$ cat src/rtl/vtage_update_ctrl.sv
// VTAGE update controller: buffers commit bundles, probes the bank, then issues one-cycle ud_* commands.
// Latency 3 cycles from push into an idle/empty queue to ud pulses; 1 bundle per 2 cycles; cm_ready_o drops only when the FIFO is full.
module vtage_update_ctrl #(
  parameter  int P_NUM_PRED     = 2,
  parameter  int P_NUM_ENTRIES  = 256,
  parameter  int P_TAG_WIDTH    = 8,
  parameter  int P_CONF_WIDTH   = 8,
  parameter  int P_FIFO_DEPTH   = 4,
  parameter  int P_STAT_WIDTH   = 16,
  localparam int LP_INDEX_WIDTH = $clog2(P_NUM_ENTRIES)
) (
  input  logic                                          clk_i,
  input  logic                                          rst_i,
  input  logic                                          cm_valid_i,
  output logic                                          cm_ready_o,
  input  logic [P_NUM_PRED-1:0]                         cm_lane_valid_i,
  input  logic [P_NUM_PRED-1:0][LP_INDEX_WIDTH-1:0]     cm_index_i,
  input  logic [P_NUM_PRED-1:0][P_TAG_WIDTH-1:0]        cm_tag_i,
  input  logic [P_NUM_PRED-1:0]                         cm_hit_i,
  input  logic [P_NUM_PRED-1:0][P_CONF_WIDTH-1:0]       cm_conf_i,
  input  logic [P_NUM_PRED-1:0][LP_INDEX_WIDTH-1:0]     cm_pred_value_i,
  input  logic [P_NUM_PRED-1:0][LP_INDEX_WIDTH-1:0]     cm_actual_value_i,
  input  logic                                          flush_i,
  output logic [P_NUM_PRED-1:0][LP_INDEX_WIDTH-1:0]     fb_index_o,
  output logic [P_NUM_PRED-1:0][P_TAG_WIDTH-1:0]        fb_tag_o,
  input  logic [P_NUM_PRED-1:0]                         fb_tag_match_i,
  input  logic [P_NUM_PRED-1:0]                         fb_alloc_avail_i,
  output logic [P_NUM_PRED-1:0][LP_INDEX_WIDTH-1:0]     ud_index_o,
  output logic [P_NUM_PRED-1:0]                         ud_incr_conf_o,
  output logic [P_NUM_PRED-1:0]                         ud_rst_conf_o,
  output logic [P_NUM_PRED-1:0]                         ud_incr_use_o,
  output logic [P_NUM_PRED-1:0]                         ud_decr_use_o,
  output logic [P_NUM_PRED-1:0]                         ud_rst_use_o,
  output logic [P_NUM_PRED-1:0]                         ud_load_tag_o,
  output logic [P_NUM_PRED-1:0]                         ud_load_value_o,
  output logic [P_NUM_PRED-1:0][P_TAG_WIDTH-1:0]        ud_tag_o,
  output logic [P_NUM_PRED-1:0][LP_INDEX_WIDTH-1:0]     ud_value_o,
  output logic                                          busy_o,
  output logic [P_STAT_WIDTH-1:0]                       stat_alloc_fail_o,
  output logic [P_STAT_WIDTH-1:0]                       stat_drop_o
);

  localparam int LP_PTR_W = $clog2(P_FIFO_DEPTH);
  localparam int LP_CNT_W = LP_PTR_W + 1;

  // act holds lane_valid in the FIFO and lane_valid & ~dropped once latched
  typedef struct packed {
    logic [P_NUM_PRED-1:0]                     act;
    logic [P_NUM_PRED-1:0][LP_INDEX_WIDTH-1:0] index;
    logic [P_NUM_PRED-1:0][P_TAG_WIDTH-1:0]    tag;
    logic [P_NUM_PRED-1:0]                     hit;
    logic [P_NUM_PRED-1:0][P_CONF_WIDTH-1:0]   conf;
    logic [P_NUM_PRED-1:0][LP_INDEX_WIDTH-1:0] pred;
    logic [P_NUM_PRED-1:0][LP_INDEX_WIDTH-1:0] actual;
  } bundle_t;

  typedef enum logic [1:0] {S_IDLE, S_LOOKUP, S_UPDATE} state_t;

  state_t                  r_state, w_state_nxt;
  bundle_t                 r_mem [P_FIFO_DEPTH];
  bundle_t                 r_work, w_push_bnd, w_head;
  logic [LP_PTR_W-1:0]     r_wr_ptr, r_rd_ptr;
  logic [LP_CNT_W-1:0]     r_count;
  logic                    w_full, w_empty, w_push, w_pop, w_ud_en, w_fb_en;
  logic [P_NUM_PRED-1:0]   w_drop;
  logic [P_STAT_WIDTH-1:0] r_stat_drop, r_stat_fail, w_drop_cnt, w_fail_cnt;
  logic [P_NUM_PRED-1:0]   w_incr_conf, w_rst_conf, w_incr_use, w_decr_use, w_rst_use, w_load_tag, w_load_value;
  logic [P_NUM_PRED-1:0]   r_incr_conf, r_rst_conf, r_incr_use, r_decr_use, r_rst_use, r_load_tag, r_load_value;

  function automatic logic [P_STAT_WIDTH-1:0] sat_add(input logic [P_STAT_WIDTH-1:0] a,
                                                       input logic [P_STAT_WIDTH-1:0] b);
    logic [P_STAT_WIDTH:0] s;
    s = {1'b0, a} + {1'b0, b};
    return s[P_STAT_WIDTH] ? '1 : s[P_STAT_WIDTH-1:0];
  endfunction

  assign w_full     = (r_count == LP_CNT_W'(P_FIFO_DEPTH));
  assign w_empty    = (r_count == '0);
  assign cm_ready_o = rst_i && !w_full;
  assign w_push     = cm_valid_i && cm_ready_o && !flush_i;
  assign w_pop      = !flush_i && !w_empty && ((r_state == S_IDLE) || (r_state == S_UPDATE));

  always_comb begin
    w_push_bnd.act    = cm_lane_valid_i;
    w_push_bnd.index  = cm_index_i;
    w_push_bnd.tag    = cm_tag_i;
    w_push_bnd.hit    = cm_hit_i;
    w_push_bnd.conf   = cm_conf_i;
    w_push_bnd.pred   = cm_pred_value_i;
    w_push_bnd.actual = cm_actual_value_i;
  end

  always_ff @(posedge clk_i) begin
    if (w_push) begin
      r_mem[r_wr_ptr] <= w_push_bnd;
    end
  end

  always_ff @(posedge clk_i or negedge rst_i) begin
    if (!rst_i) begin
      r_wr_ptr <= '0;
      r_rd_ptr <= '0;
      r_count  <= '0;
    end else if (flush_i) begin
      r_wr_ptr <= '0;
      r_rd_ptr <= '0;
      r_count  <= '0;
    end else begin
      if (w_push) r_wr_ptr <= r_wr_ptr + LP_PTR_W'(1);
      if (w_pop)  r_rd_ptr <= r_rd_ptr + LP_PTR_W'(1);
      r_count <= r_count + LP_CNT_W'(w_push) - LP_CNT_W'(w_pop);
    end
  end

  // Lower lane wins an index collision; the head is filtered as it is latched
  always_comb begin
    w_head     = r_mem[r_rd_ptr];
    w_drop     = '0;
    w_drop_cnt = '0;
    for (int i = 1; i < P_NUM_PRED; i++) begin
      for (int j = 0; j < i; j++) begin
        if (w_head.act[i] && w_head.act[j] && (w_head.index[i] == w_head.index[j])) begin
          w_drop[i] = 1'b1;
        end
      end
    end
    for (int i = 0; i < P_NUM_PRED; i++) begin
      w_drop_cnt = w_drop_cnt + P_STAT_WIDTH'(w_drop[i]);
    end
    w_head.act = w_head.act & ~w_drop;
  end

  always_comb begin
    w_state_nxt = r_state;
    unique case (r_state)
      S_IDLE:   if (!w_empty) w_state_nxt = S_LOOKUP;
      S_LOOKUP: w_state_nxt = S_UPDATE;
      S_UPDATE: w_state_nxt = w_empty ? S_IDLE : S_LOOKUP;
      default:  w_state_nxt = S_IDLE;
    endcase
    if (flush_i) w_state_nxt = S_IDLE;
  end

  always_ff @(posedge clk_i or negedge rst_i) begin
    if (!rst_i) begin
      r_state <= S_IDLE;
    end else begin
      r_state <= w_state_nxt;
    end
  end

  // A miss whose entry still matches the tag is treated as a stale hit that mispredicted
  always_comb begin
    w_incr_conf  = '0;
    w_rst_conf   = '0;
    w_incr_use   = '0;
    w_decr_use   = '0;
    w_rst_use    = '0;
    w_load_tag   = '0;
    w_load_value = '0;
    w_fail_cnt   = '0;
    for (int l = 0; l < P_NUM_PRED; l++) begin
      if (r_work.act[l]) begin
        if (r_work.hit[l] && (r_work.pred[l] == r_work.actual[l])) begin
          w_incr_conf[l] = (r_work.conf[l] != '1);
          w_incr_use[l]  = 1'b1;
        end else if (r_work.hit[l] || (!fb_alloc_avail_i[l] && fb_tag_match_i[l])) begin
          w_rst_conf[l]   = 1'b1;
          w_decr_use[l]   = 1'b1;
          w_load_value[l] = 1'b1;
        end else if (fb_alloc_avail_i[l]) begin
          w_load_tag[l]   = 1'b1;
          w_load_value[l] = 1'b1;
          w_rst_conf[l]   = 1'b1;
          w_rst_use[l]    = 1'b1;
        end else begin
          w_decr_use[l] = 1'b1;
          w_fail_cnt    = w_fail_cnt + P_STAT_WIDTH'(1);
        end
      end
    end
  end

  always_ff @(posedge clk_i or negedge rst_i) begin
    if (!rst_i) begin
      r_work       <= '0;
      r_stat_drop  <= '0;
      r_stat_fail  <= '0;
      r_incr_conf  <= '0;
      r_rst_conf   <= '0;
      r_incr_use   <= '0;
      r_decr_use   <= '0;
      r_rst_use    <= '0;
      r_load_tag   <= '0;
      r_load_value <= '0;
    end else begin
      if (w_pop) begin
        r_work      <= w_head;
        r_stat_drop <= sat_add(r_stat_drop, w_drop_cnt);
      end
      if ((r_state == S_LOOKUP) && !flush_i) begin
        r_incr_conf  <= w_incr_conf;
        r_rst_conf   <= w_rst_conf;
        r_incr_use   <= w_incr_use;
        r_decr_use   <= w_decr_use;
        r_rst_use    <= w_rst_use;
        r_load_tag   <= w_load_tag;
        r_load_value <= w_load_value;
        r_stat_fail  <= sat_add(r_stat_fail, w_fail_cnt);
      end
    end
  end

  assign w_fb_en = (r_state == S_LOOKUP);
  assign w_ud_en = (r_state == S_UPDATE) && !flush_i;

  assign fb_index_o        = w_fb_en ? r_work.index : '0;
  assign fb_tag_o          = w_fb_en ? r_work.tag : '0;
  assign ud_index_o        = w_ud_en ? r_work.index : '0;
  assign ud_tag_o          = w_ud_en ? r_work.tag : '0;
  assign ud_value_o        = w_ud_en ? r_work.actual : '0;
  assign ud_incr_conf_o    = {P_NUM_PRED{w_ud_en}} & r_incr_conf;
  assign ud_rst_conf_o     = {P_NUM_PRED{w_ud_en}} & r_rst_conf;
  assign ud_incr_use_o     = {P_NUM_PRED{w_ud_en}} & r_incr_use;
  assign ud_decr_use_o     = {P_NUM_PRED{w_ud_en}} & r_decr_use;
  assign ud_rst_use_o      = {P_NUM_PRED{w_ud_en}} & r_rst_use;
  assign ud_load_tag_o     = {P_NUM_PRED{w_ud_en}} & r_load_tag;
  assign ud_load_value_o   = {P_NUM_PRED{w_ud_en}} & r_load_value;
  assign busy_o            = (r_state != S_IDLE) || !w_empty;
  assign stat_alloc_fail_o = r_stat_fail;
  assign stat_drop_o       = r_stat_drop;

endmodule

$ cat config.mk
export PLATFORM = sky130hd
export DESIGN_NAME = vtage_update_ctrl
export DESIGN_NICKNAME = d
export VERILOG_FILES = /design/src/rtl/vtage_update_ctrl.sv
export SDC_FILE = /design/constraint.sdc
export NUM_CORES = 1
export LEC_CHECK = 0
export ABC_AREA = 1
export CAP_MARGIN = 20
export CELL_PAD_IN_SITES_DETAIL_PLACEMENT = 0
export CELL_PAD_IN_SITES_GLOBAL_PLACEMENT = 2
export CORE_MARGIN = 1.5
export CORE_UTILIZATION = 45
export DETAILED_ROUTE_END_ITERATION = 10
export DONT_BUFFER_PORTS = 1
export PLACE_DENSITY_LB_ADDON = 0.1
export SLEW_MARGIN = 20
export SYNTH_ARGS = -nofsm -noshare
export SYNTH_HDL_FRONTEND = slang
export SYNTH_SLANG_ARGS = --single-unit
$ cat constraint.sdc
create_clock -name clk_i -period 7.91 [get_ports clk_i]
set_input_delay 0.791 -clock clk_i [delete_from_list [all_inputs] [get_ports clk_i]]
set_output_delay 0.791 -clock clk_i [all_outputs]
set_load 0.01 [all_outputs]
# Word level (Yosys, flattened, before mapping)
# Memory sizes are Yosys's and may differ from the RTL's.
# Cells that the tools add are included.
# Widths: inputs -> output; s select.
# totals
regBits	135
latchBits	0
ram_bits	336
rom_bits	0
input_bits	92
out_inout_bits	128
word_cells	131
memories	1
# op_classes
n_addsub	7
mul	0
div	0
order_cmp	0
n_eq_ne	9
shifts	0
muxes	57
bitwise_logic	7
n_reduce_logical	27
# memory_table
name	words	word_bits	read_ports	rd_ports_with_merged_regs	write_ports	line	rtl
r_mem	4	84	1	0	1	60	bundle_t r_mem [P_FIFO_DEPTH];
# ops
op	count
$mux 16	12
$mux 1	37
$eq 8x8->1	3
$add 16x1->17	1
$add 16x16->17	1
$add 16x1->16 const B	1
$ne 8x8->1 const B	2
$logic_and 1x1->1	13
$and 2x2->2	6
$mux 2	6
$pmux 2 s3	1
$reduce_bool 2->1	3
$logic_not 1->1	5
$add 2x1->2 const B	2
$logic_or 1x1->1	4
$add 3x1->3	1
$eq 3x3->1 const B	1
$logic_not 3->1	1
$mux 3	1
$ne 3x3->1 const B	1
$sub 3x1->3	1
$eq 2x1->1 const B	1
$eq 2x2->1 const B	1
$logic_not 2->1	1
$not 2->2	1

# Logic depth before layout (Yosys ltp)
# logic_depth
depth_word	13
ltp_mapped	23
mapped_depth_nobuf	22

# Worst setup path after synthesis
# OpenSTA, ideal clock, no wires.
# synth_path
kind	input to register
startpoint	input port rst_i
endpoint	memory r_mem[0][0] in the netlist's numbering, enable pin
setup_time_ns	0.527
t_arrival_ns	4.965
required_time_ns	7.383
setup_slack_ns	2.418
cell_stages	6
n_path_buf	0
path_cell_list	inv_1 > a31oi_1 > nand2_1 > nor2_1 > inv_1 > nor2_1
# synth_via
elab_chain_len	5
# synth_lines
item	line	rtl
start, declared	13	input logic rst_i,
$logic_and 1x1->1	79	assign cm_ready_o = rst_i && !w_full;
via cm_ready_o	15	output logic cm_ready_o,
$logic_and 1x1->1 (2 in series)	80	assign w_push = cm_valid_i && cm_ready_o && !flush_i;
$mux 1	94	if (w_push) begin
$mux 1 (implied by the code)	95	r_mem[r_wr_ptr] <= w_push_bnd;
end, declared	60	
# The timed path passes the listed nets, and every way through them passes these cells.

# Worst setup path after layout
# layout_path
startpoint	register r_rd_ptr[0]
endpoint	register r_stat_drop[15], in the netlist stat_drop_o[15]
# layout_via
elab_chain_len	6
word_cells_on_any_way	7
cone_classes	add/sub (1); eq/ne (1); mux (2); reduce/logical (2); memory (1)
# layout_lines
item	line	rtl
start, declared	62	logic [LP_PTR_W-1:0] r_wr_ptr, r_rd_ptr;
start signal, assigned	110	if (w_pop) r_rd_ptr <= r_rd_ptr + LP_PTR_W'(1);
$mem_v2 4x84 *	-	
$eq 8x8->1 / $logic_and 1x1->1 (equally long branches)	122	if (w_head.act[i] && w_head.act[j] && (w_head.index[i] == w_head.index[j])) begin
$logic_and 1x1->1 *	122	
$mux 1 *	122	
$add 16x1->17 *	73	s = {1'b0, a} + {1'b0, b};
$mux 16 *	74	return s[P_STAT_WIDTH] ? '1 : s[P_STAT_WIDTH-1:0];
end signal, assigned	199	r_stat_drop <= sat_add(r_stat_drop, w_drop_cnt);
end, declared	66	logic [P_STAT_WIDTH-1:0] r_stat_drop, r_stat_fail, w_drop_cnt, w_fail_cnt;
# Mark *: on every way between the ends. The rest lies on a longest branch, timed or not.
# A chain may end at the register's enable or synchronous reset.

==> results.py <==
metrics = {
    "run_status": {
        "outcome": "finished clean",
    },
    "synthesis": {
        "yosysTopAreaCell": "edfxtp_1",
        "mappedNetlistArea_um2": 19360,
        "synth-seq-cells": 471,
        "synthSimpleGateAreaFrac_pct": 14.36,
        "yosysSeqAreaShare_pct": 69.57,
        "synthDistinctLibCells": 44,
        "async_reset_ff_share_pct": 28.66,
        "synth_compound_area_share_pct": 8.880,
        "synthXorXnorAreaFrac_pct": 0.8143,
        "synth-main-ff-cell": "edfxtp_1",
        "synth_top_family_by_area": "simple AND/OR/NAND/NOR gates",
        "synth_edf_count": 336,
        "avgSynthCellArea_um2": 11.11,
        "synth_fa_ha_area_share_pct": 0.9177,
        "synth_nets": 1848,
        "synth_top_area_share_pct": 52.12,
        "synth_area_leaders": "edfxtp_1 (52%), dfrtp_1 (17%), o21ai_0 (5.7%)",
        "ys_warn_count": 0,
        "synthMuxAreaShare_pct": 0.05170,
        "syn_inst": 1743,
    },
    "global_route": {
        "grt_pass1_vias": 11740,
        "grt_max_degree": 136,
        "grt.overflow.total": 0,
        "grt_pass1_wl_um": 69330,
        "antenna_found_initial": 0,
        "track_usage_pct": 20.71,
    },
    "timing": {
        "slew_violations": 0,
        "fin_crit_ns": 4.828,
        "slew_headroom_pct": 28.87,
        "finalSetupViolCount": 0,
        "fmax_mhz": 207.1,
        "rsz0062_at_grt": "false",
        "finalCritPeriodShare_pct": 61.03,
        "finalSetupTns_ns": 0,
        "fin_skew_ns": 0.01115,
        "hold_violations": 0,
        "tightestPinTransition_ns": 1.067,
    },
    "placed_design": {
        "place.gp.congestion": 0.7475,
        "dp_hpwl_um": 26510,
        "portBuffers": 0,
        "placed_area_um2": 19760,
    },
    "layout": {
        "diodes": 0,
        "final-seq-area_um2": 13470,
        "syn2layout_area_growth_pct": 10.67,
        "drive_above_1_share_pct": 6.761,
        "fillCellCount": 3769,
        "multi_input_area_um2": 4880,
        "nNetsFinal": 1825,
        "fin_area_um2": 21430,
        "finish.utilization_pct": 50.74,
    },
    "clocking": {
        "clk_latency_ns": 0.59,
        "post_cts.repair.setup_buffers": 0,
        "htree_levels": 2,
        "cts_resized": 0,
        "cts_buffer_depth": 3,
        "cts_buffers": 50,
        "cts_root_buf": "clkbuf_16",
        "cts.clk_slew.worst_paths_ns": 0.06,
        "cts_tree": "done",
        "cts.sinks": 471,
        "ctsHoldBuffers": 1,
    },
    "drt": {
        "antenna_left": 0,
        "first_iter_violations": 805,
        "drt-vias-per-instance": 5.223,
        "drc": 0,
        "dr.pass1.iters": 7,
        "vias": 12010,
        "wl_per_cell_um": 19.61,
        "drt-total-wl_um": 45090,
    },
    "power": {
        "leakagePower_uw": 0.008215,
        "cellPowerDensity_nw_per_um2": 330.8,
        "vdd_ir_drop_max_v": 0.0001989,
        "power_uw": 7087,
    },
    "die": {
        "rows": 75,
        "initial_core_util_pct": 45.85,
        "die_h_um": 210.4,
        "die_w_um": 210.4,
        "fp.coreArea_um2": 42230,
        "dieArea_um2": 44270,
        "io_pins": 220,
    },
    "critical_path": {
        "crit_family": "simple AND/OR/NAND/NOR gates",
        "timing.rr.start": "r_rd_ptr[0]$_DFFE_PN0P_",
        "path_cells": "inv_4 -> buf_4 -> nand2_1 -> nand3_1 -> nand2_1 -> nand2_1 -> nand2_1 -> inv_1 -> nand2_1 -> nor2_1 -> nand3_1 -> inv_1 -> ha_1 -> ha_1 -> nand3_1 -> inv_1 -> nand4_1 -> nor4_2 -> nand2_2 -> nand3_1",
        "slowest_delay_ns": 0.83,
        "cp-end-kind": "flip-flop",
        "setup.worst_path.class": "reg2reg",
        "worst-path-buf-inv": 5,
        "crit_start": "r_rd_ptr[0]$_DFFE_PN0P_",
        "crit_path_start_kind": "flip-flop",
        "cp_common_cell": "nand2_1",
        "cp.arrival_ns": 5.34,
        "cp.required_ns": 8.42,
        "cp_slowest_cell": "buf_4",
        "regToRegSetupSlack_ns": 3.08,
        "crit_fanout": 101,
    },
    "run": {
        "drv_cap": 0,
    },
    "worst_hold_path": {
        "hold_path.class": "in2async",
    },
}
metrics by stage:
step / hold WS, ns / cells / setup WS, ns
5_1_grt: 0.2385 / 2299 / 2.467
3_5_place_dp: 0.4774 / 2205 / 3.078
3_3_place_gp: 0.4707 / 2203 / 3.266
6_report: 0.1950 / 2299 / 3.082
4_1_cts: 0.2212 / 2298 / 3.049
2_1_floorplan: 0.4489 / 1743 / 2.418
synthesized netlist by cell type (11+ instances only):
library cell,n
ha_1,11
o21ai_1,17
buf_2,37
edfxtp_1,336
nor2_1,264
nand4_1,13
clkbuf_1,36
nand2_1,292
o22ai_1,69
nand3_1,60
o21ai_0,221
dfrtp_1,135
inv_1,158
where the power goes:
part,total [uW],switching (uW),internal (uW),leakage [uW]
clock network,2280,933,1350,0.000782
logic,1670,1180,491,0.00268
registers,3130,185,2950,0.00475
total,7090,2300,4780,0.00822
area by class of cell:
class	instances	area share, %
Multi-Input combinational cell	1021	22.78
Sequential cell	471	62.88
Clock inverter	17	0.8935
Timing Repair Buffer	14	0.7942
Clock buffer	75	6.657
Inverter	162	2.850
Tap cell	539	3.148
cell families (layout without fill, tap and decap cells):
kind of cell | count (synthesis) | count (layout)
simple gates | 666 | 666
flops | 471 | 471
compound gates | 323 | 323
buf+inv | 251 | 268
xor+xnor | 18 | 18
fa+ha+maj | 13 | 13
mux | 1 | 1
flip-flops by register name, indices dropped and copies added, names as in the netlist:
name,cells
r_mem,336
r_work,84
stat_alloc_fail_o,16
stat_drop_o,16
r_count,3
r_decr_use,2
r_incr_conf,2
r_incr_use,2
r_load_tag,2
r_load_value,2
r_rd_ptr,2
r_state,2
r_wr_ptr,2
path summary, 6_finish.rpt:
path | endpoint | depth (start not counted)
max in group asynchronous | r_rd_ptr[0]$_DFFE_PN0P_ | 1
hold / removal | stat_drop_o[11]$_DFFE_PN0P_ | 1
setup / recovery | stat_drop_o[15]$_DFFE_PN0P_ | 20
hold reg to reg | r_work[75]$_DFFE_PN0P_ | 2
min in group clk_i | r_count[2]$_DFF_PN0_ | 1
setup reg to reg | stat_drop_o[15]$_DFFE_PN0P_ | 20
metal layers:
layer	share of wire [%]	track usage [%]	wire length, um
met1	44	26.78	19770
met2	49	35.20	21880
met3	6.2	4.842	2811
met4	1.4	5.369	632
met5	0	0	0
cells in the final DEF (no fill, tap or decap), types with 3 or more instances in the layout:
cell type / n
nand2_2: 6
clkbuf_8: 6
ha_1: 11
o21ai_1: 17
clkinv_1: 3
o21ai_0: 221
nor3_1: 5
a21oi_1: 9
nor2_4: 7
xnor2_1: 8
bufinv_16: 3
nand2_1: 292
nand3_1: 59
o22ai_1: 69
nand4_1: 13
dfrtp_1: 133
xor2_1: 10
nor2_1: 260
inv_1: 157
nor2_2: 4
clkbuf_16: 51
nand3b_1: 4
inv_2: 4
nand3_2: 3
buf_4: 10
edfxtp_1: 336
clkbuf_1: 18
clkinv_2: 5
No activity file was read; power rests on OpenSTA's default activity.
